$ cat src/rtl/gps_uart_tx.sv
// gps_uart_tx: 8N1 UART transmitter with two selectable line speeds.
// Latency: tx falls at the edge that accepts send; a frame lasts 10 bit times
//   (10*CLKS clocks), and busy falls at the same edge that IDLE is re-entered.
// Backpressure: send is ignored while busy=1 or while a speed change is being
//   applied. There is no queueing, so the requester retries once busy=0.
// Ports:
//   clk       - single clock, rising edge
//   rst       - asynchronous active-low reset
//   data      - byte to send, sampled only at the accepting edge
//   send      - transmit request, sampled every clock
//   busy      - high while a frame is in progress
//   req_speed - requested line speed (0 = slow, 1 = fast), applied only in IDLE
//   cur_speed - line speed currently in force
//   tx        - serial line (idle high), driven from a register
module gps_uart_tx #(
  parameter int CLKS_SLOW = 5208,
  parameter int CLKS_FAST = 434
) (
  input  logic       clk,
  input  logic       rst,
  input  logic [7:0] data,
  input  logic       send,
  output logic       busy,
  input  logic       req_speed,
  output logic       cur_speed,
  output logic       tx
);

  // The counter only has to reach CLKS-1 for the slower of the two speeds.
  localparam int CMAX = (CLKS_SLOW > CLKS_FAST) ? CLKS_SLOW : CLKS_FAST;
  localparam int CW   = (CMAX > 1) ? $clog2(CMAX) : 1;

  typedef enum logic [1:0] {IDLE, START, DATA, STOP} state_t;

  state_t        state_q, state_d;
  logic [CW-1:0] cnt_q, cnt_d;
  logic [2:0]    idx_q, idx_d;
  logic [7:0]    byte_q, byte_d;
  logic          tx_q, tx_d;
  logic          busy_q, busy_d;
  logic          spd_q, spd_d;

  logic [CW-1:0] bit_last;
  logic          bit_end;

  assign bit_last = spd_q ? CW'(CLKS_FAST - 1) : CW'(CLKS_SLOW - 1);
  assign bit_end  = (cnt_q == bit_last);

  always_comb begin
    state_d = state_q;
    cnt_d   = cnt_q;
    idx_d   = idx_q;
    byte_d  = byte_q;
    tx_d    = tx_q;
    busy_d  = busy_q;
    spd_d   = spd_q;

    // The counter restarts at each bit boundary, so every bit is exactly CLKS clocks.
    if (state_q != IDLE) begin
      cnt_d = bit_end ? '0 : cnt_q + CW'(1);
    end

    case (state_q)
      IDLE: begin
        cnt_d = '0;
        // A pending speed change takes priority and swallows a same-cycle send,
        // so a frame never starts with a speed other than the requested one.
        if (req_speed != spd_q) begin
          spd_d = req_speed;
        end else if (send) begin
          byte_d  = data;
          idx_d   = 3'd0;
          state_d = START;
          tx_d    = 1'b0;
          busy_d  = 1'b1;
        end
      end
      START: begin
        if (bit_end) begin
          state_d = DATA;
          idx_d   = 3'd0;
          tx_d    = byte_q[0];
        end
      end
      DATA: begin
        if (bit_end) begin
          if (idx_q == 3'd7) begin
            state_d = STOP;
            tx_d    = 1'b1;
          end else begin
            idx_d = idx_q + 3'd1;
            tx_d  = byte_q[idx_q + 3'd1];
          end
        end
      end
      STOP: begin
        if (bit_end) begin
          state_d = IDLE;
          busy_d  = 1'b0;
        end
      end
      default: begin
        state_d = IDLE;
        tx_d    = 1'b1;
        busy_d  = 1'b0;
      end
    endcase
  end

  always_ff @(posedge clk or negedge rst) begin
    if (!rst) begin
      state_q <= IDLE;
      cnt_q   <= '0;
      idx_q   <= 3'd0;
      byte_q  <= 8'h00;
      tx_q    <= 1'b1;
      busy_q  <= 1'b0;
      spd_q   <= 1'b0;
    end else begin
      state_q <= state_d;
      cnt_q   <= cnt_d;
      idx_q   <= idx_d;
      byte_q  <= byte_d;
      tx_q    <= tx_d;
      busy_q  <= busy_d;
      spd_q   <= spd_d;
    end
  end

  assign tx        = tx_q;
  assign busy      = busy_q;
  assign cur_speed = spd_q;

endmodule

$ cat config.mk
export PLATFORM = sky130hd
export DESIGN_NAME = gps_uart_tx
export DESIGN_NICKNAME = d
export VERILOG_FILES = /design/src/rtl/gps_uart_tx.sv
export SDC_FILE = /design/constraint.sdc
export NUM_CORES = 1
export LEC_CHECK = 0
export BUFFER_PORTS_ARGS = -buffer_cell sky130_fd_sc_hd__buf_4
export CORE_AREA = 8 8 61 63
export CTS_BUF_LIST = sky130_fd_sc_hd__clkbuf_16
export CTS_CLUSTER_DIAMETER = 120
export CTS_CLUSTER_SIZE = 8
export DETAILED_ROUTE_END_ITERATION = 8
export DIE_AREA = 0 0 69 71
export PLACE_DENSITY = 0.88
export SYNTH_ARGS = -nofsm -noshare
export SYNTH_HDL_FRONTEND = slang
export SYNTH_SLANG_ARGS = --single-unit
$ cat constraint.sdc
create_clock -name clk -period 4.6 [get_ports clk]
set_input_delay 0.46 -clock clk [delete_from_list [all_inputs] [get_ports clk]]
set_output_delay 0.46 -clock clk [all_outputs]
set_load 0.01 [all_outputs]
==> flow_metrics.env <==
export IMPL_cts_setup_buffers=0
export IMPL_wl_mm=3.306
export IMPL_fin_worst_skew_ns=0.009117
export IMPL_dpl_worst_slack_ns=2.653
export IMPL_p_sw_mw=0.1083
export IMPL_antenna_found_initial=0
export IMPL_max_slew_margin_pct=69.18
export IMPL_hold_class="input port to async pin"
export IMPL_synth_warnings=0
export IMPL_ys_top_cells_by_area="dfrtp_1 43%, mux2_2 7.0%, ha_1 5.4%, xnor2_1 4.9%, nor2_1 4.6%"
export IMPL_whs_ns=0.1005
export IMPL_overflow=0
export IMPL_fillers=211
export IMPL_setup_tns_ns=0
export IMPL_die_area_mm2=0.004899
export IMPL_critical_path_class="flip-flop to flip-flop"
export IMPL_synth_top_cell_area_share_pct=43.31
export IMPL_synth_ff_type="dfrtp_1"
export IMPL_finalNetCount=185
export IMPL_synth_net_count=168
export IMPL_final_antenna_net_count=0
export IMPL_pwr_share_seq_pct=45.5
export IMPL_timing_fmax_mhz=504.0
export IMPL_power_density_mw_per_mm2=300.2
export IMPL_port_buffers=14
export IMPL_syn_avg_cell_area_um2=10.86
export IMPL_fin_ws_ns=2.616
export IMPL_clock_path_buffers=2
export IMPL_gp_congestion=0.8582
export IMPL_ir_drop_mv=0.3227
export IMPL_seqCellArea_um2=726.9
export IMPL_finalHoldViolations=0
export IMPL_syn_to_final_growth_pct=15.78
export IMPL_mappedNetlistArea_mm2=0.001618
export IMPL_clk_latency_ns=0.28
export IMPL_cts_buffers_inserted=5
export IMPL_setup_viol=0
export IMPL_post_drt_wl_per_cell_um=16.61
export IMPL_grt_usage_pct=13.92
export IMPL_fp_coreArea_mm2=0.002853
export IMPL_synth_edf_count=0
export IMPL_post_synth_top_area_cell="dfrtp_1"
export IMPL_worstPathMaxFanout=7
export IMPL_die_x_um=69
export IMPL_final_core_util_pct=65.66
export IMPL_die_y_um=71
export IMPL_synth_seq_cells=29
export IMPL_multi_input_area_um2=833.3
export IMPL_drc_errors=0
export IMPL_cts_resized=0
export IMPL_grt_max_degree=30
export IMPL_first_pass_iters=4
export IMPL_cts_tree="built"
export IMPL_status="completed"
export IMPL_hpwl_mm=2.359
export IMPL_arrival_ns=2.11
export IMPL_p_comb_share_pct=2.3
export IMPL_cts_clk_slew_worst_paths_ns=0.05
export IMPL_p_leak_nw=0.8967
export IMPL_p_int_mw=0.4541
export IMPL_hold_buffers=0
export IMPL_async_flop_share_pct=100.0
export IMPL_grt_setup_unrepaired="no"
export IMPL_antenna_cells=0
export IMPL_htree_levels=2
export IMPL_fin_crit_ns=1.984
export IMPL_cts_root_buffer="clkbuf_16"
export IMPL_num_rows=20
export IMPL_crit_required_ns=4.73
export IMPL_tightest_slew_ns=0.4624
export IMPL_critPathLaunchType="flip-flop"
export IMPL_dr_total_vias=1211
export IMPL_initial_core_util_pct=56.71
export IMPL_drtIter0Drc=98
export IMPL_pin_count=15
export IMPL_maxCapViolations=0
export IMPL_netlist_instances=149
export IMPL_swShare_pct=19.26
export IMPL_fin_crit_sh_pct=43.13
export IMPL_clkSinkCount=29
export IMPL_critical_path_endpoint_type="flip-flop"
export IMPL_slew_viol_final=0
export IMPL_yosys_cell_types_count=45
export IMPL_seq_area_frac_synth_pct=44.93
export IMPL_p_clk_share_pct=52.2
export IMPL_grt_pass1_wl_mm=5.485
export IMPL_grt_pass1_vias=1227
export IMPL_drive_gt1_share_pct=23.49
export IMPL_viasPerCell=6.085
final cells by class:
| class | count | share of cell area (%) |
|---|---|---|
| clock buffers | 5 | 6.680 |
| clock inverters | 2 | 0.4008 |
| inverters | 9 | 1.804 |
| multi-input cells | 107 | 44.49 |
| flip-flops and latches | 29 | 38.81 |
| well taps | 33 | 2.204 |
| repair buffers | 14 | 5.611 |
sequential cells by signal (all words and copies together) (netlist names):
| signal | cells |
|---|---|
| cnt_q | 13 |
| byte_q | 8 |
| idx_q | 3 |
| state_q | 2 |
| busy | 1 |
| cur_speed | 1 |
| tx | 1 |
kinds of logic after synthesis:
family	Yosys count	synth area share (%)
simple gates	50	17.02
flops	29	44.93
compound gates	24	11.60
mux	14	10.98
buf+inv	13	3.557
xor+xnor	12	6.497
fa+ha+maj	7	5.414
final timing paths:
| path | cells past startpoint | from | endpoint | slack [ns] |
|---|---|---|---|---|
| max in group asynchronous | 1 | rst | tx | 4.19 |
| max | 6 | state_q[0] | idx_q[2] | 2.62 |
| max reg2reg | 6 | state_q[0] | idx_q[2] | 2.62 |
| min in group clk | 2 | data[5] | byte_q[5] | 0.41 |
| min reg2reg | 1 | byte_q[2] | byte_q[2] | 0.51 |
| min | 1 | rst | busy | 0.10 |
Yosys cell counts, types with 2 or more instances:
library cell / number
dfrtp_1: 28
mux4_2: 2
and4bb_1: 2
mux2i_1: 2
mux2_2: 10
ha_1: 7
o21ai_0: 2
nand3_1: 6
nand2_1: 6
nor3_1: 3
a221o_1: 2
clkbuf_1: 2
and3_1: 2
nor2_1: 20
a21oi_1: 5
and4bb_2: 3
xnor2_1: 9
xor2_1: 3
inv_1: 9
placed cells by master, fill, tap and decap left out, types with 2 or more instances in the layout:
cell	count
clkbuf_16	5
mux2i_1	2
o21ai_0	2
dfrtp_1	28
mux2_2	10
xnor2_1	9
a221o_1	2
xor2_1	3
and4bb_2	3
nand2_1	6
nor2_1	20
and3_1	2
nor3_1	3
mux4_2	2
and4bb_1	2
inv_1	10
a21oi_1	5
ha_1	7
buf_4	14
nand3_1	6
worst max-delay path: stages (launching register included):
cell and delay (ns):
dfrtp_1 0.40, inv_1 0.09, ha_1 0.29, a21boi_1 0.21, or2_0 0.32, o311ai_0 0.34, o221ai_1 0.18
power groups by stage:
stage / combinational (mW) / clock (mW) / sequential [mW]
6_report: 0.0127 / 0.294 / 0.256
3_5_place_dp: 0.0132 / 0 / 0.260
4_1_cts: 0.0132 / 0.299 / 0.256
5_1_grt: 0.0141 / 0.313 / 0.256
3_3_place_gp: 0.0128 / 0 / 0.260
2_1_floorplan: 0.000652 / 0 / 0.260
metal layers:
| layer | vias up | GRT usage, % | part of all wire (%) |
|---|---|---|---|
| li1 | 563 | - | - |
| met1 | 603 | 13.69 | 39 |
| met2 | 35 | 23.57 | 53 |
| met3 | 10 | 6.573 | 5.5 |
| met4 | 0 | 7.973 | 2.6 |
| met5 | - | 0 | 0 |
through the flow:
stage                     total power [mW]  cell area (um2)  cells
after CTS                           0.5685             1873    199
final                               0.5624             1873    199
after detailed placement            0.2730             1740    192
after floorplan                     0.2605             1618    149
after global placement              0.2726             1740    192
after global routing                0.5828             1873    199
No activity file was read; power rests on OpenSTA's default activity.
